--- src/rtl/idt_cfg_rx.sv ---
// idt_cfg_rx -- shadow receiver for an ICS307-style SCLK/DATA/STROBE
// programming interface.
//
// The three serial lines are synchronized into clk, bits are shifted MSB
// first on each sclk rise while strobe is low, and a strobe rise commits
// the 24-bit word when exactly 24 bits were collected. One cycle later the
// word is decoded into its raw fields and the synthesizer divide terms.
//
// Ports
//   clk, rst_n          system clock, asynchronous active-low reset
//   idt_sclk/data/strobe serial configuration lines (any clock domain)
//   cfg_word            last valid word {C,TTL,F,S,V,R}
//   cfg_c/ttl/f/s       raw fields of cfg_word
//   vdw, rdw, od        V+8, R+2, output divide decoded from S
//   ratio_num/den       2*vdw and rdw*od
//   cfg_valid           one-cycle pulse, decoded outputs just updated
//   cfg_err             one-cycle pulse, strobe with bit count not 0/24
//   cfg_loaded          sticky, a valid word was received since reset
module idt_cfg_rx #(
  parameter int SYNC_STAGES = 2
) (
  input  logic        clk,
  input  logic        rst_n,
  input  logic        idt_sclk,
  input  logic        idt_data,
  input  logic        idt_strobe,
  output logic [23:0] cfg_word,
  output logic [1:0]  cfg_c,
  output logic        cfg_ttl,
  output logic [1:0]  cfg_f,
  output logic [2:0]  cfg_s,
  output logic [9:0]  vdw,
  output logic [7:0]  rdw,
  output logic [3:0]  od,
  output logic [10:0] ratio_num,
  output logic [10:0] ratio_den,
  output logic        cfg_valid,
  output logic        cfg_err,
  output logic        cfg_loaded
);

  function automatic logic [3:0] od_decode(input logic [2:0] s);
    logic [3:0] r;
    case (s)
      3'd0:    r = 4'd10;
      3'd1:    r = 4'd2;
      3'd2:    r = 4'd8;
      3'd3:    r = 4'd4;
      3'd4:    r = 4'd5;
      3'd5:    r = 4'd7;
      3'd6:    r = 4'd3;
      default: r = 4'd6;
    endcase
    return r;
  endfunction

  logic [SYNC_STAGES-1:0] sclk_sync_q, data_sync_q, strb_sync_q;
  logic                   sclk_prev_q, strb_prev_q;
  logic                   sclk_s, data_s, strb_s;
  logic                   sclk_rise, strb_rise;

  logic [23:0] shreg_q, shreg_d;
  logic [4:0]  bitcnt_q, bitcnt_d;
  logic [23:0] word_q, word_d;
  logic        commit_q, commit_d;
  logic        err_q, err_d;

  logic [1:0]  c_q;
  logic        ttl_q;
  logic [1:0]  f_q;
  logic [2:0]  s_q;
  logic [9:0]  vdw_q;
  logic [7:0]  rdw_q;
  logic [3:0]  od_q;
  logic [10:0] num_q, den_q;
  logic        valid_q, loaded_q;

  logic [9:0]  vdw_d;
  logic [7:0]  rdw_d;
  logic [3:0]  od_d;
  logic [10:0] num_d, den_d;

  // Input synchronizers and edge-detect history
  always_ff @(posedge clk or negedge rst_n) begin
    if (!rst_n) begin
      sclk_sync_q <= '0;
      data_sync_q <= '0;
      strb_sync_q <= '0;
      sclk_prev_q <= 1'b0;
      strb_prev_q <= 1'b0;
    end else begin
      sclk_sync_q <= {sclk_sync_q[SYNC_STAGES-2:0], idt_sclk};
      data_sync_q <= {data_sync_q[SYNC_STAGES-2:0], idt_data};
      strb_sync_q <= {strb_sync_q[SYNC_STAGES-2:0], idt_strobe};
      sclk_prev_q <= sclk_s;
      strb_prev_q <= strb_s;
    end
  end

  assign sclk_s    = sclk_sync_q[SYNC_STAGES-1];
  assign data_s    = data_sync_q[SYNC_STAGES-1];
  assign strb_s    = strb_sync_q[SYNC_STAGES-1];
  assign sclk_rise = sclk_s & ~sclk_prev_q;
  assign strb_rise = strb_s & ~strb_prev_q;

  // Shift / commit control. A strobe rise takes priority over a coincident
  // sclk rise, and sclk is ignored for as long as strobe stays high.
  always_comb begin
    shreg_d  = shreg_q;
    bitcnt_d = bitcnt_q;
    word_d   = word_q;
    commit_d = 1'b0;
    err_d    = 1'b0;
    if (strb_rise) begin
      bitcnt_d = 5'd0;
      if (bitcnt_q == 5'd24) begin
        word_d   = shreg_q;
        commit_d = 1'b1;
      end else if (bitcnt_q != 5'd0) begin
        err_d = 1'b1;
      end
    end else if (sclk_rise && !strb_s) begin
      shreg_d  = {shreg_q[22:0], data_s};
      bitcnt_d = (bitcnt_q == 5'd31) ? 5'd31 : bitcnt_q + 5'd1;
    end
  end

  always_ff @(posedge clk or negedge rst_n) begin
    if (!rst_n) begin
      shreg_q  <= '0;
      bitcnt_q <= '0;
      word_q   <= '0;
      commit_q <= 1'b0;
      err_q    <= 1'b0;
    end else begin
      shreg_q  <= shreg_d;
      bitcnt_q <= bitcnt_d;
      word_q   <= word_d;
      commit_q <= commit_d;
      err_q    <= err_d;
    end
  end

  // Decode stage: fields and divide terms from the committed word
  assign vdw_d = {1'b0, word_q[15:7]} + 10'd8;
  assign rdw_d = {1'b0, word_q[6:0]} + 8'd2;
  assign od_d  = od_decode(word_q[18:16]);
  assign num_d = {vdw_d, 1'b0};
  assign den_d = {3'b0, rdw_d} * {7'b0, od_d};

  always_ff @(posedge clk or negedge rst_n) begin
    if (!rst_n) begin
      c_q      <= '0;
      ttl_q    <= 1'b0;
      f_q      <= '0;
      s_q      <= '0;
      vdw_q    <= '0;
      rdw_q    <= '0;
      od_q     <= '0;
      num_q    <= '0;
      den_q    <= '0;
      valid_q  <= 1'b0;
      loaded_q <= 1'b0;
    end else begin
      valid_q <= commit_q;
      if (commit_q) begin
        c_q      <= word_q[23:22];
        ttl_q    <= word_q[21];
        f_q      <= word_q[20:19];
        s_q      <= word_q[18:16];
        vdw_q    <= vdw_d;
        rdw_q    <= rdw_d;
        od_q     <= od_d;
        num_q    <= num_d;
        den_q    <= den_d;
        loaded_q <= 1'b1;
      end
    end
  end

  assign cfg_word   = word_q;
  assign cfg_c      = c_q;
  assign cfg_ttl    = ttl_q;
  assign cfg_f      = f_q;
  assign cfg_s      = s_q;
  assign vdw        = vdw_q;
  assign rdw        = rdw_q;
  assign od         = od_q;
  assign ratio_num  = num_q;
  assign ratio_den  = den_q;
  assign cfg_valid  = valid_q;
  assign cfg_err    = err_q;
  assign cfg_loaded = loaded_q;

endmodule
--- config.mk ---
export PLATFORM = sky130hd
export DESIGN_NAME = idt_cfg_rx
export DESIGN_NICKNAME = d
export VERILOG_FILES = /design/src/rtl/idt_cfg_rx.sv
export SDC_FILE = /design/constraint.sdc
export NUM_CORES = 1
export LEC_CHECK = 0
export BUFFER_PORTS_ARGS = -buffer_cell sky130_fd_sc_hd__buf_2
export CAP_MARGIN = 20
export CELL_PAD_IN_SITES_DETAIL_PLACEMENT = 1
export CELL_PAD_IN_SITES_GLOBAL_PLACEMENT = 2
export CORE_MARGIN = 5
export CORE_UTILIZATION = 35
export CTS_BUF_LIST = sky130_fd_sc_hd__clkbuf_4 sky130_fd_sc_hd__clkbuf_8
export DETAILED_ROUTE_END_ITERATION = 12
export PLACE_DENSITY = 0.84
export SYNTH_ARGS = -nofsm -noshare
export SYNTH_HDL_FRONTEND = slang
export SYNTH_SLANG_ARGS = --single-unit
--- constraint.sdc ---
create_clock -name clk -period 3.7 [get_ports clk]
set_input_delay 0.74 -clock clk [delete_from_list [all_inputs] [get_ports clk]]
set_output_delay 0.74 -clock clk [all_outputs]
set_load 0.01 [all_outputs]
==> metrics <==
status complete, no violations; port bufs a little over 80; highest achievable clock rate about 280 MHz; DRC violation total after the first TritonRoute iteration 87; post-route antenna net violation count 0; kind of cell adding the most delay to the critical path adder cells; total count of hold-check failures in the final report 0; maximum level of the CTS H-tree 3; DP Area 0.00567 mm^2; worst-skew pair later-pin latency between 0.3 and 0.4 ns; count of pins on the block boundary 84; number of nets in the layout around 540; design area ~0.0061 mm^2; Slew @ Worst Pin 0.643 ns; sequential cell area fraction in the yosys report 0.525; path type of the worst setup path reg2reg; clock slew at the register clock pins of the worst setup and hold paths 0.10 ns; clock root buffer sky130_fd_sc_hd__clkbuf_8; antenna fix cells 0; portion of the clock cycle consumed by the worst path in the final layout 0.968; HP Class reg2reg; total power per unit cell area between 300 and 400 mW/mm^2; critical path's most frequent cell sky130_fd_sc_hd__fa_1; largest stage delay on the critical path between 0.5 and 0.6 ns; count of flip-flops with a built-in enable after synthesis 0; Die W around 130 um; number of antenna violations at the first check in global routing 0; Leak about 3.1 nW; Hold-fix buffers, CTS 0; Yosys top cell by area sky130_fd_sc_hd__dfrtp_1; arrival time reported for the critical path endpoint roughly 3.8 ns; count of max-cap constraint violations 0; initial core utilization 0.352; Routed Wire Length 11,200 um; Die H roughly 130 um; data required time of the critical path between 3 and 4 ns; final critical-path required period around 3.6 ns; combined buffer and inverter count along the critical path 1; count of warnings emitted by yosys 0; most common cell in the netlist sky130_fd_sc_hd__dfrtp_1; top area cells in the synthesized netlist sky130_fd_sc_hd__dfrtp_1, sky130_fd_sc_hd__mux2_2, sky130_fd_sc_hd__fa_1; maximum root-to-sink buffer count 2; Post-Synthesis Net Count between 400 and 500; maximum fanout along the worst path 7; total number of vias between 3k and 4k; count of cell types in the netlist between 40 and 50; Startpoint Class register; maximum number of pins on one net before global-route repair between 50 and 60; worst rel slew slack 0.571; global-route wire length before repair about 18,000 um; Routability Congestion a little under 0.8; vias in the first global route around 3.7k; max-slew violation total from the final report 0; synthesis-to-finish area growth 20.0%; worst-case setup slack after placement -0.145 ns; fraction of layout cells with a size suffix above 1 0.446; final worst hold slack approximately 0.36 ns; number of rows created at floorplan 44; via density per instance between 4 and 5; post-synthesis instance area between 0.005 and 0.006 mm^2; dominant register cell in the synthesized netlist sky130_fd_sc_hd__dfrtp_1; syn avg cell area about 12 um^2; synthesized netlist cell count 410; top cells by instance count after synthesis sky130_fd_sc_hd__dfrtp_1, sky130_fd_sc_hd__mux2_2, sky130_fd_sc_hd__nor2_1; drt drc 0; number of flip-flops and latches in the synthesized netlist between 100 and 150; routed length per placed instance 16.2 um; number of standard cells in the final layout excluding fillers around 700; Yosys top cell area share 0.525; crit end category register; clock buffers created by TritonCTS 9; dpl cells 668; die footprint about 0.017 mm^2; critical path, cell by cell mux2i_4, or2_2, fa_1, inv_1, fa_1, fa_2, a21o_1, a2111oi_4, a21oi_2, xnor2_1, a21oi_1; number of iterations in the first detailed-routing pass 4; final-report setup violation count 0; Worst Setup Slack, final around 0.12 ns; total congestion overflow 0; async set-reset flop share out of synthesis 1.00; number of sinks handled by clock tree synthesis ~110; largest voltage drop on the vdd net roughly 0.0002 V; CTS tree yes; worst clock skew 0.0107 ns; aggregate global-route resource usage 0.138; area of the core around 0.014 mm^2; Post-DP HPWL roughly 8000 um; critical path's slowest cell sky130_fd_sc_hd__fa_1
## registers in the layout (all words and copies together), names as in the netlist
signal       cells
cfg_err          1
ratio_den       11
strb_prev_q      1
cfg_loaded       1
commit_q         1
sclk_prev_q      1
data_sync_q      2
shreg_q         24
cfg_f            2
cfg_valid        1
ratio_num       10
cfg_word        24
cfg_c            2
od               4
strb_sync_q      2
bitcnt_q         5
sclk_sync_q      2
rdw              8
cfg_s            3
cfg_ttl          1
## path summary, 6_finish.rpt
check | end | depth (start not counted) | slack, ns | startpoint
setup / recovery | ratio_den[10] | 11 | 0.12 | cfg_word[17]
hold reg to reg | sclk_sync_q[1] | 0 | 0.36 | sclk_sync_q[0]
hold / removal | sclk_sync_q[1] | 0 | 0.36 | sclk_sync_q[0]
max in group asynchronous | cfg_word[3] | 2 | 2.44 | rst_n
setup reg to reg | ratio_den[10] | 11 | 0.12 | cfg_word[17]
min in group asynchronous | rdw[2] | 1 | 0.38 | rst_n
## layer usage
layer  wire (um)  share of wire  GRT usage
met5           0              0          0
met4         161          0.014     0.0434
met2        5760           0.52      0.239
met3         462          0.041     0.0340
met1        4780           0.43      0.168
## cell type report
cell class              instances  area, um^2
inverters                      24        90.1
clock buffers                   9         124
flip-flops and latches        106        2660
repair buffers                111         642
clock inverters                 6        71.3
fillers                      1591        8300
well taps                     184         230
multi-input cells             251        2250
## cells by family after synthesis
group,after synthesis,synth area share
muxes,72,0.161
buffers and inverters,53,0.0564
adders and majority gates,30,0.0921
AOI/OAI and AO/OA,42,0.0535
DFF,106,0.525
other,1,0.000742
and+or+nand+nor,90,0.0839
xor gates and xnor gates,16,0.0277
## worst register-to-register path: cells and delay by family (launching register included)
kind | cells | cell delay, ns
AO/OA/AOI/OAI | 4 | 0.86
multiplexers | 1 | 0.23
AND/OR/NAND/NOR | 1 | 0.31
XOR/XNOR | 1 | 0.17
flip-flops | 1 | 0.45
buffers and inverters | 1 | 0.06
adder cells (fa/ha/maj) | 3 | 1.37
## placed cells by master, fill, tap and decap left out, types with 4 or more instances in the layout
master                     netlist  layout
sky130_fd_sc_hd__nor2_1         38      34
sky130_fd_sc_hd__nor2b_1         4       4
sky130_fd_sc_hd__buf_4          17      27
sky130_fd_sc_hd__nand2_1        14      14
sky130_fd_sc_hd__nor3_1          8       8
sky130_fd_sc_hd__ha_1           18      13
sky130_fd_sc_hd__mux2_2         69      68
sky130_fd_sc_hd__xnor2_1        11      10
sky130_fd_sc_hd__nand2b_1        4       4
sky130_fd_sc_hd__clkbuf_8        0       9
sky130_fd_sc_hd__dfrtp_2         0       5
sky130_fd_sc_hd__o21ai_0         6       6
sky130_fd_sc_hd__inv_1          23      23
sky130_fd_sc_hd__a21oi_1        21      20
sky130_fd_sc_hd__fa_1           12      11
sky130_fd_sc_hd__nor2_2          1       5
sky130_fd_sc_hd__buf_2           6      81
sky130_fd_sc_hd__dfrtp_1       106     101
sky130_fd_sc_hd__nand3_1         7       6
## through the flow
step	power (mW)	utilization	TNS, ns
5_1_grt	2.16	0.422	-0.0410
3_5_place_dp	1.37	0.394	-0.230
2_1_floorplan	1.31	-	0
3_3_place_gp	1.36	0.394	-0.0905
4_1_cts	2.11	0.411	0
6_report	2.06	0.422	0
## repair_timing
action	4_1_cts	5_1_grt
setup endpoints to repair	3	4
pin swaps	1	5
setup buffers	2	6
resized for setup	6	23
## power breakdown
| part | internal, mW | switching [mW] | leakage, nW | total (mW) |
|---|---|---|---|---|
| registers | 1.21 | 0.0375 | 1.44 | 1.25 |
| clock network | 0.316 | 0.407 | 0.0927 | 0.723 |
| logic | 0.0451 | 0.0494 | 1.61 | 0.0945 |
Power figures use the tool's default switching activity.
